### config.mk
export PLATFORM = sky130hd
export DESIGN_NAME = rock_search_ctrl_flat
export DESIGN_NICKNAME = d
export VERILOG_FILES = /design/src/rtl/rock_search_ctrl_if.sv /design/src/rtl/rock_search_ctrl.sv /design/src/flat_wrapper.sv
export SDC_FILE = /design/constraint.sdc
export NUM_CORES = 1
export LEC_CHECK = 0
export BUFFER_PORTS_ARGS = -buffer_cell sky130_fd_sc_hd__buf_4
export CAP_MARGIN = 5
export CORE_MARGIN = 5
export CORE_UTILIZATION = 35
export CTS_CLUSTER_DIAMETER = 100
export CTS_CLUSTER_SIZE = 25
export DETAILED_ROUTE_END_ITERATION = 16
export MAX_ROUTING_LAYER = met4
export PLACE_DENSITY = 0.59
export SKIP_LAST_GASP = 1
export SLEW_MARGIN = 20
export SYNTH_ARGS = -nofsm -noshare
export SYNTH_HDL_FRONTEND = slang
export SYNTH_SLANG_ARGS = --single-unit
### constraint.sdc
create_clock -name clk -period 3.81 [get_ports clk]
set_input_delay 0.1905 -clock clk [delete_from_list [all_inputs] [get_ports clk]]
set_output_delay 0.1905 -clock clk [all_outputs]
set_load 0.1 [all_outputs]
### src/rtl/rock_search_ctrl_if.sv
// Control/status bundle between a rocking-search controller and its host:
// enable/feedback/rescan requests in, amplitude/frequency set-points and status out.
interface rock_search_ctrl_if #(
  parameter int AW = 3,
  parameter int FW = 3
);
  logic          enable;
  logic          stress_dec;
  logic          rescan;
  logic [AW-1:0] amp;
  logic [FW-1:0] freq;
  logic          busy;
  logic          locked;
  logic          err;

  modport master (
    output enable, stress_dec, rescan,
    input  amp, freq, busy, locked, err
  );

  modport slave (
    input  enable, stress_dec, rescan,
    output amp, freq, busy, locked, err
  );
endinterface

### src/rtl/rock_search_ctrl.sv
// Coordinate-search rocker controller: steps amplitude or frequency one unit at a time,
// waits a settle window, then keeps or reverts the step based on a stress-decreased bit.
module rock_search_ctrl #(
  parameter int AW            = 3,
  parameter int FW            = 3,
  parameter int A_INIT        = 0,
  parameter int F_INIT        = 4,
  parameter int SETTLE_CYCLES = 50000000,
  parameter int MAX_TRIALS    = 64
) (
  input logic               clk,
  input logic               reset,
  rock_search_ctrl_if.slave bus
);

  localparam int TW = (SETTLE_CYCLES > 1) ? $clog2(SETTLE_CYCLES) : 1;
  localparam int NW = $clog2(MAX_TRIALS + 1);
  localparam int SW = (AW > FW) ? AW : FW;

  localparam logic [TW-1:0] TIMER_LOAD  = TW'(SETTLE_CYCLES - 1);
  localparam logic [NW-1:0] TRIAL_LIMIT = NW'(MAX_TRIALS);
  localparam logic [AW-1:0] AMP_INIT    = AW'(A_INIT);
  localparam logic [FW-1:0] FREQ_INIT   = FW'(F_INIT);
  localparam logic [AW-1:0] AMP_MAX     = '1;
  localparam logic [FW-1:0] FREQ_MAX    = '1;
  localparam logic [2:0]    MISS_LOCK   = 3'd4;

  localparam logic [2:0] S_IDLE   = 3'd0;
  localparam logic [2:0] S_STEP   = 3'd1;
  localparam logic [2:0] S_SETTLE = 3'd2;
  localparam logic [2:0] S_DECIDE = 3'd3;
  localparam logic [2:0] S_LOCKED = 3'd4;
  localparam logic [2:0] S_FAULT  = 3'd5;

  logic [2:0]    state, state_n;
  logic [AW-1:0] amp, amp_n;
  logic [FW-1:0] freq, freq_n;
  logic [1:0]    combo, combo_n;
  logic [2:0]    miss, miss_n;
  logic [NW-1:0] trials, trials_n;
  logic [TW-1:0] timer, timer_n;
  logic [SW-1:0] saved, saved_n;

  logic          on_amp;
  logic          step_up;
  logic          saturated;
  logic [2:0]    miss_inc;
  logic [AW-1:0] amp_stepped;
  logic [FW-1:0] freq_stepped;

  // Combo index bit 0 selects the axis, bit 1 selects the direction.
  assign on_amp       = ~combo[0];
  assign step_up      = ~combo[1];
  assign miss_inc     = miss + 3'd1;
  assign amp_stepped  = step_up ? amp + AW'(1) : amp - AW'(1);
  assign freq_stepped = step_up ? freq + FW'(1) : freq - FW'(1);

  always_comb begin
    saturated = 1'b0;
    case ({on_amp, step_up})
      2'b11:   saturated = (amp == AMP_MAX);
      2'b10:   saturated = (amp == '0);
      2'b01:   saturated = (freq == FREQ_MAX);
      default: saturated = (freq == '0);
    endcase
  end

  always_comb begin
    state_n  = state;
    amp_n    = amp;
    freq_n   = freq;
    combo_n  = combo;
    miss_n   = miss;
    trials_n = trials;
    timer_n  = timer;
    saved_n  = saved;

    if (!bus.enable) begin
      state_n  = S_IDLE;
      amp_n    = AMP_INIT;
      freq_n   = FREQ_INIT;
      combo_n  = '0;
      miss_n   = '0;
      trials_n = '0;
      timer_n  = '0;
    end else begin
      case (state)
        S_IDLE: begin
          state_n  = S_STEP;
          combo_n  = '0;
          miss_n   = '0;
          trials_n = '0;
        end

        S_STEP: begin
          if (trials == TRIAL_LIMIT) begin
            state_n = S_FAULT;
          end else if (saturated) begin
            // A blocked direction counts as a miss without spending a trial.
            miss_n  = miss_inc;
            combo_n = combo + 2'd1;
            if (miss_inc == MISS_LOCK)
              state_n = S_LOCKED;
          end else begin
            if (on_amp) begin
              saved_n = SW'(amp);
              amp_n   = amp_stepped;
            end else begin
              saved_n = SW'(freq);
              freq_n  = freq_stepped;
            end
            trials_n = trials + NW'(1);
            timer_n  = TIMER_LOAD;
            state_n  = S_SETTLE;
          end
        end

        S_SETTLE: begin
          if (timer == '0)
            state_n = S_DECIDE;
          else
            timer_n = timer - TW'(1);
        end

        S_DECIDE: begin
          state_n = S_STEP;
          if (bus.stress_dec) begin
            miss_n = '0;
          end else begin
            if (on_amp)
              amp_n = saved[AW-1:0];
            else
              freq_n = saved[FW-1:0];
            miss_n  = miss_inc;
            combo_n = combo + 2'd1;
            if (miss_inc == MISS_LOCK)
              state_n = S_LOCKED;
          end
        end

        S_LOCKED: begin
          if (bus.rescan) begin
            state_n  = S_STEP;
            combo_n  = '0;
            miss_n   = '0;
            trials_n = '0;
          end
        end

        S_FAULT: state_n = S_FAULT;

        default: state_n = S_IDLE;
      endcase
    end
  end

  always_ff @(posedge clk or negedge reset) begin
    if (!reset) begin
      state  <= S_IDLE;
      amp    <= AMP_INIT;
      freq   <= FREQ_INIT;
      combo  <= '0;
      miss   <= '0;
      trials <= '0;
      timer  <= '0;
      saved  <= '0;
    end else begin
      state  <= state_n;
      amp    <= amp_n;
      freq   <= freq_n;
      combo  <= combo_n;
      miss   <= miss_n;
      trials <= trials_n;
      timer  <= timer_n;
      saved  <= saved_n;
    end
  end

  assign bus.amp    = amp;
  assign bus.freq   = freq;
  assign bus.busy   = (state == S_STEP) || (state == S_SETTLE) || (state == S_DECIDE);
  assign bus.locked = (state == S_LOCKED);
  assign bus.err    = (state == S_FAULT);

endmodule
### src/flat_wrapper.sv
// flat-port wrapper written by rule: the top's interface ports become plain ports
module rock_search_ctrl_flat 
#(
  parameter int AW            = 3,
  parameter int FW            = 3,
  parameter int A_INIT        = 0,
  parameter int F_INIT        = 4,
  parameter int SETTLE_CYCLES = 50000000,
  parameter int MAX_TRIALS    = 64
)
  (clk, reset, bus_enable, bus_stress_dec, bus_rescan, bus_amp, bus_freq, bus_busy, bus_locked, bus_err);
  rock_search_ctrl_if #(.AW(AW), .FW(FW)) bus_i ();
  input logic clk;
  input logic reset;
  input wire logic [$bits(bus_i.enable)-1:0] bus_enable;
  input wire logic [$bits(bus_i.stress_dec)-1:0] bus_stress_dec;
  input wire logic [$bits(bus_i.rescan)-1:0] bus_rescan;
  output wire logic [$bits(bus_i.amp)-1:0] bus_amp;
  output wire logic [$bits(bus_i.freq)-1:0] bus_freq;
  output wire logic [$bits(bus_i.busy)-1:0] bus_busy;
  output wire logic [$bits(bus_i.locked)-1:0] bus_locked;
  output wire logic [$bits(bus_i.err)-1:0] bus_err;
  assign bus_i.enable = bus_enable;
  assign bus_i.stress_dec = bus_stress_dec;
  assign bus_i.rescan = bus_rescan;
  assign bus_amp = bus_i.amp;
  assign bus_freq = bus_i.freq;
  assign bus_busy = bus_i.busy;
  assign bus_locked = bus_i.locked;
  assign bus_err = bus_i.err;
  rock_search_ctrl #(.AW(AW), .FW(FW), .A_INIT(A_INIT), .F_INIT(F_INIT), .SETTLE_CYCLES(SETTLE_CYCLES), .MAX_TRIALS(MAX_TRIALS)) u_core (.clk(clk), .reset(reset), .bus(bus_i));
endmodule
**Word level (Yosys, flattened, before mapping)**

Cells that the tools add are included.
Widths: inputs -> output; s select.

- Input bits: 5
- Register bits after elaboration: 50
- Logic and storage cells: 111
- Output and inout port bits: 9

- Bitwise gates (word level): 4
- Eq/ne operators: 28
- $add $sub $neg: 8
- Reduce and logical (&&, ||, !) cells: 14
- Multiplexer cells: 49

Operator list:

| cell | count |
|---|---|
| $mux 26 | 4 |
| $mux 3 | 28 |
| $pmux 26 s2 | 1 |
| $mux 7 | 4 |
| $logic_not 26->1 | 1 |
| $sub 26x1->26 const B | 1 |
| $ne 3x3->1 const B | 7 |
| $pmux 7 s3 | 1 |
| $pmux 3 s6 | 1 |
| $reduce_and 4->1 | 4 |
| $eq 3x3->1 const B | 5 |
| $ne 3x2->1 const B | 4 |
| $pmux 3 s2 | 2 |
| $pmux 3 s4 | 1 |
| $reduce_and 6->1 | 2 |
| $mux 2 | 5 |
| $add 3x1->3 const B | 3 |
| $logic_not 3->1 | 3 |
| $pmux 2 s4 | 1 |
| $add 7x1->7 const B | 1 |
| $eq 7x7->1 const B | 1 |
| $eq 3x2->1 const B | 2 |
| $ne 3x1->1 const B | 2 |
| $sub 3x1->3 const B | 2 |
| 12 further kinds | 17 |

**Depth between registers and ports, before layout**

- Depth in word-level cells: 7
- Depth in mapped cells: 10
- Depth with buffers taken out: 7

**Least setup slack after synthesis**

Ideal clock, no wire load.

- Path type: reg2reg
- From: reg u_core.amp[0] (netlist: u_core.bus.amp[0])
- To: reg u_core.timer[6]
- Library setup time: 0.122 ns
- Required time: 3.688 ns
- Period minus slack after synthesis: 2.769 ns
- Arrival time: 2.647 ns
- Setup slack: 1.041 ns
- Buffers on the path: 2
- Stages on the path, launching flop included: 8
- Cell sequence: dfrtp_1 > or4b_2 > a21oi_1 > o21ai_1 > and3_1 > buf_6 > buf_6 > a32o_1

- Cells in the longest elaborated chain, start to end: 4
- Elaborated cells on any way between the ends: 5
- Classes of those cells: eq/ne: 2; mux: 1; reduce/logical: 2

RTL lines:

| item | line | RTL |
|---|---|---|
| start: declaration | rock_search_ctrl.sv:36 | `logic [AW-1:0] amp, amp_n;` |
| start signal: assignment | rock_search_ctrl.sv:169 | `amp <= amp_n;` |
| $eq 3x3->1 / $logic_not 3->1 (equally long branches) | rock_search_ctrl.sv:61, rock_search_ctrl.sv:62 |  |
| $pmux 1 s3 * | rock_search_ctrl.sv:60 | `case ({on_amp, step_up})` |
| $ne 3x3->1 (no source line) * | -- |  |
| $reduce_and 4->1 (no source line) * | -- |  |
| end signal: assignment | rock_search_ctrl.sv:174 | `timer <= timer_n;` |
| end: declaration | rock_search_ctrl.sv:41 | `logic [TW-1:0] timer, timer_n;` |

Mark *: on every way between the ends. The rest lies on a longest branch, timed or not.
A chain may end at the register's enable or synchronous reset.

**Worst setup path in the final report**

- From: reg u_core.timer[0]
- To: reg u_core.timer[1]

- Cells in the longest elaborated chain, start to end: 4
- Elaborated cells on any way between the ends: 7
- Classes of those cells: add/sub: 1; eq/ne: 1; mux: 3; reduce/logical: 2

RTL lines:

| item | line | RTL |
|---|---|---|
| $sub 26x1->26 | rock_search_ctrl.sv:122 | `timer_n = timer - TW'(1);` |
| $mux 26 | rock_search_ctrl.sv:119 | `if (timer == '0)` |
| $pmux 26 s2 | rock_search_ctrl.sv:87 | `case (state)` |
| $mux 26 | rock_search_ctrl.sv:78 | `if (!bus.enable) begin` |

Parallel ways exist; a longest one is shown, timed or not. The select of a mux whose other input is x is not followed.

==> metrics.md <==
| Metric | Value |
|---|---|
| Distinct cells, synth | between 50 and 60 |
| RSZ-0062 raised after global routing | no |
| Synth Instances | 368 |
| H-tree Lvls | 2 |
| Sink Count | 50 |
| Total number of yosys warnings | 0 |
| Detailed Route WL | 8150 µm |
| WS Path Type | flop to flop |
| Final Setup Violations | 0 |
| Die Y-Extent | 107 µm |
| Initial Utilization | 35.7% |
| GPL Wtd Cong | 0.828 |
| Hold_sp | bus_enable |
| P&R area growth vs syn | 8.31% |
| Leak | 1.42 nW |
| Initial drt markers | approximately 130 |
| Crit path launch | u_core.timer[0] |
| Overall Power | 1.79 mW |
| Clock Path Buffers | 2 |
| Detailed-route wire length per cell | 16.8 µm |
| R2R Setup Slk | 770 ps |
| Multi-input logic area | 1850 µm² |
| Tcrit/Tclk final | 79.7% |
| Worst EP required | 4010 ps |
| Root Buffer | clkbuf_8 |
| Largest net degree at the start of global routing | 51 |
| Final nets | 389 |
| Fin. max-slew vios | 0 |
| Skew-Pair Late Insertion Delay | 310 ps |
| Drt pass-1 iters | 4 |
| Layout cells sized above 1 | 8.56% |
| Post-CTS Setup Inserts | 0 |
| Ys async rst share | 100% |
| GRT met3 Usage | 2.29% |
| Post-route minimum period | 3040 ps |
| Initial antenna violation count | 0 |
| Finished Cell Area | about 3500 µm² |
| Total of max-cap violations | 0 |
| Placement-stage cell area | 3450 µm² |
| Via count of the routed design | 2890 |
| Cts repair resizes | 0 |
| Inserted Clock Buffers | 5 |
| Core ar. | 9150 µm² |
| Ys flop type | dfrtp_1 |
| Diodes inserted | 0 |
| DP HPWL | about 5500 µm |
| CP bufs+invs | 2 |
| Global Route Usage Sum | 14.9% |
| Die width | between 100 and 150 µm |
| Final-report hold violation count | 0 |
| DR vias/cell | 5.96 |
| CTS Hold Buffers Added | 1 |
| CP Max Fanout | 16 |
| Post-synthesis register bit count | 50 |
| Skew final | between 9 and 10 ps |
| CP Capture Type | flop |
| Synthesized net count | 384 |
| DIE AREA | approximately 11000 µm² |
| First-pass GRT wire length | 13700 µm |
| GRT overflow | 0 |
| # IOs | 14 |
| Final ANT Viol Nets | 0 |
| CTS tree | done |
| Met1 usage | 21.5% |
| Post-synth EDFFs | 0 |
| Vias in the first global route | 2698 |
| CP cell instances | inv_1 -> ha_1 -> nor3b_1 -> nand4_1 -> buf_4 -> or4b_1 -> and3_1 -> mux2_1 |
| Area contributors post-synth | dfrtp_1 38%, nand2_1 3.6%, ha_1 3.4% |
| Max Fclk | roughly 330 MHz |
| Largest stage delay, worst path | 530 ps |
| DR DRC count | 0 |
| Fillcell total | 958 |
| Row cnt | 35 |
| # port buffers | 13 |
| CP max-delay cell | nor3b_1 |
| M2 GR Usage | between 20% and 30% |
| Data arrival, critical path | 3240 ps |
| Worst IR Drop VDD | 0.377 mV |
| Top cell type's share of synthesized area | 37.5% |
| Mapped Avg Cell Area | 8.88 µm² |
| Slew margin rel. | 48.2% |
| Register Area | 1250 µm² |
| CP delay by family, top | simple AND/OR/NAND/NOR gates |
| Worst-path clk slew | approximately 100 ps |
| RR Startpoint | u_core.timer[0] |
| Area of the mapped netlist | 3270 µm² |
| CP Launch Type | flop |
| Worst hold-check path type | input pin to flop |
| GRT Max-Usage Layer | met2 |
| Yosys top cell by area | dfrtp_1 |
| Seq/Total Area, Yosys | 38.3% |
| Fin Setup TNS | 0 ps |
| Pwr Density | 505 nW/µm² |
| Tightest Pin Transition | 777 ps |
| Status | finished, final reports clean |
-- synth_stat cells, drive strengths merged, types with 4 or more instances --
cell    count
and3        6
inv        16
nand2      31
a211oi      4
o41ai       4
o21ai      15
mux2i       7
nor4        8
or4         5
a31oi      11
nor2b       6
dfrtp      49
a311oi      5
nand3      20
nand4       7
buf         7
a41oi      11
ha          9
nand2b      8
a21oi      13
nor2       27
clkbuf     15
or3         5
mux2        5
and2        5
o211ai      6
o31ai       6
nor3       12
-- registers in the layout, summed over array words and instances (netlist names) --
name,flops
u_core.saved,3
u_core.miss,3
u_core.timer,26
u_core.bus.amp,3
u_core.bus.freq,3
u_core.combo,2
u_core.trials,7
u_core.state,3
-- path summary, 6_finish.rpt --
kind	cells after the start	endpoint
worst max-delay path	8	u_core.timer[1]
worst min-delay path	2	u_core.timer[2]
worst max register to register	8	u_core.timer[1]
worst min register to register	1	u_core.timer[16]
max in group asynchronous	2	u_core.miss[2]
min in group asynchronous	2	u_core.timer[7]
-- cell families (layout without fill, tap and decap cells) --
kind of cell / Yosys count / count (layout) / synth area share (%)
adder cells (fa/ha/maj): 11 / 11 / 4.67
AND/OR/NAND/NOR: 149 / 149 / 23.7
multiplexers: 12 / 12 / 3.87
XOR/XNOR: 3 / 3 / 0.804
buffers and inverters: 38 / 44 / 4.98
AO/OA/AOI/OAI: 105 / 105 / 23.7
flip-flops: 50 / 50 / 38.3
-- per-layer routing --
layer,vias up,routed length [µm],part of all wire [%]
met5,-,0,0
met4,0,36,0.44
met3,6,279,3.4
met2,56,3740,46
met1,1401,4090,50
li1,1427,-,-
-- cell usage in the layout (no fill, tap or decap), types with 5 or more instances in the layout --
cell type  netlist  final
buf_4            0     19
ha_1             9      9
a41oi_1         11     11
nor4_1           8      8
mux2i_1          7      7
o21ai_0         14     14
clkbuf_8         0      5
a21oi_1         13     13
or3_1            5      5
a311oi_1         5      5
dfrtp_1         49     49
nand4_1          7      7
or4_1            5      5
o31ai_1          6      6
inv_1           16     16
nor2b_1          6      6
nand3_1         20     20
nor2_1          27     27
nor3_1          12     12
and3_1           6      6
o211ai_1         6      6
a31oi_1         11     11
nand2b_1         8      8
nand2_1         31     31
-- power breakdown --
group          internal [mW]  leakage [nW]  switching [mW]
Combinational          0.235         0.727           0.462
Clock                  0.128        0.0450           0.188
Sequential             0.630         0.648           0.144
-- stage by stage --
| step | setup WS [ps] | cells | util, % | hold WS [ps] |
|---|---|---|---|---|
| finish | 773 | 485 | 38.7 | 237 |
| global route | 546 | 485 | 38.7 | 239 |
| CTS | 783 | 485 | 38.7 | 230 |
| detailed placement | 817 | 476 | 37.6 | 271 |
| global placement | 873 | 476 | 37.6 | 276 |
| floorplan | 1040 | 368 | - | -105 |
-- cell type report --
class / instances / share of cell area, %
Timing Repair Buffer: 20 / 4.31
Tap cell: 111 / 3.93
Clock buffer: 6 / 2.05
Inverter: 16 / 1.70
Sequential cell: 50 / 35.4
Multi-Input combinational cell: 280 / 52.3
Clock inverter: 2 / 0.283
(Power assumes the default switching activity.)
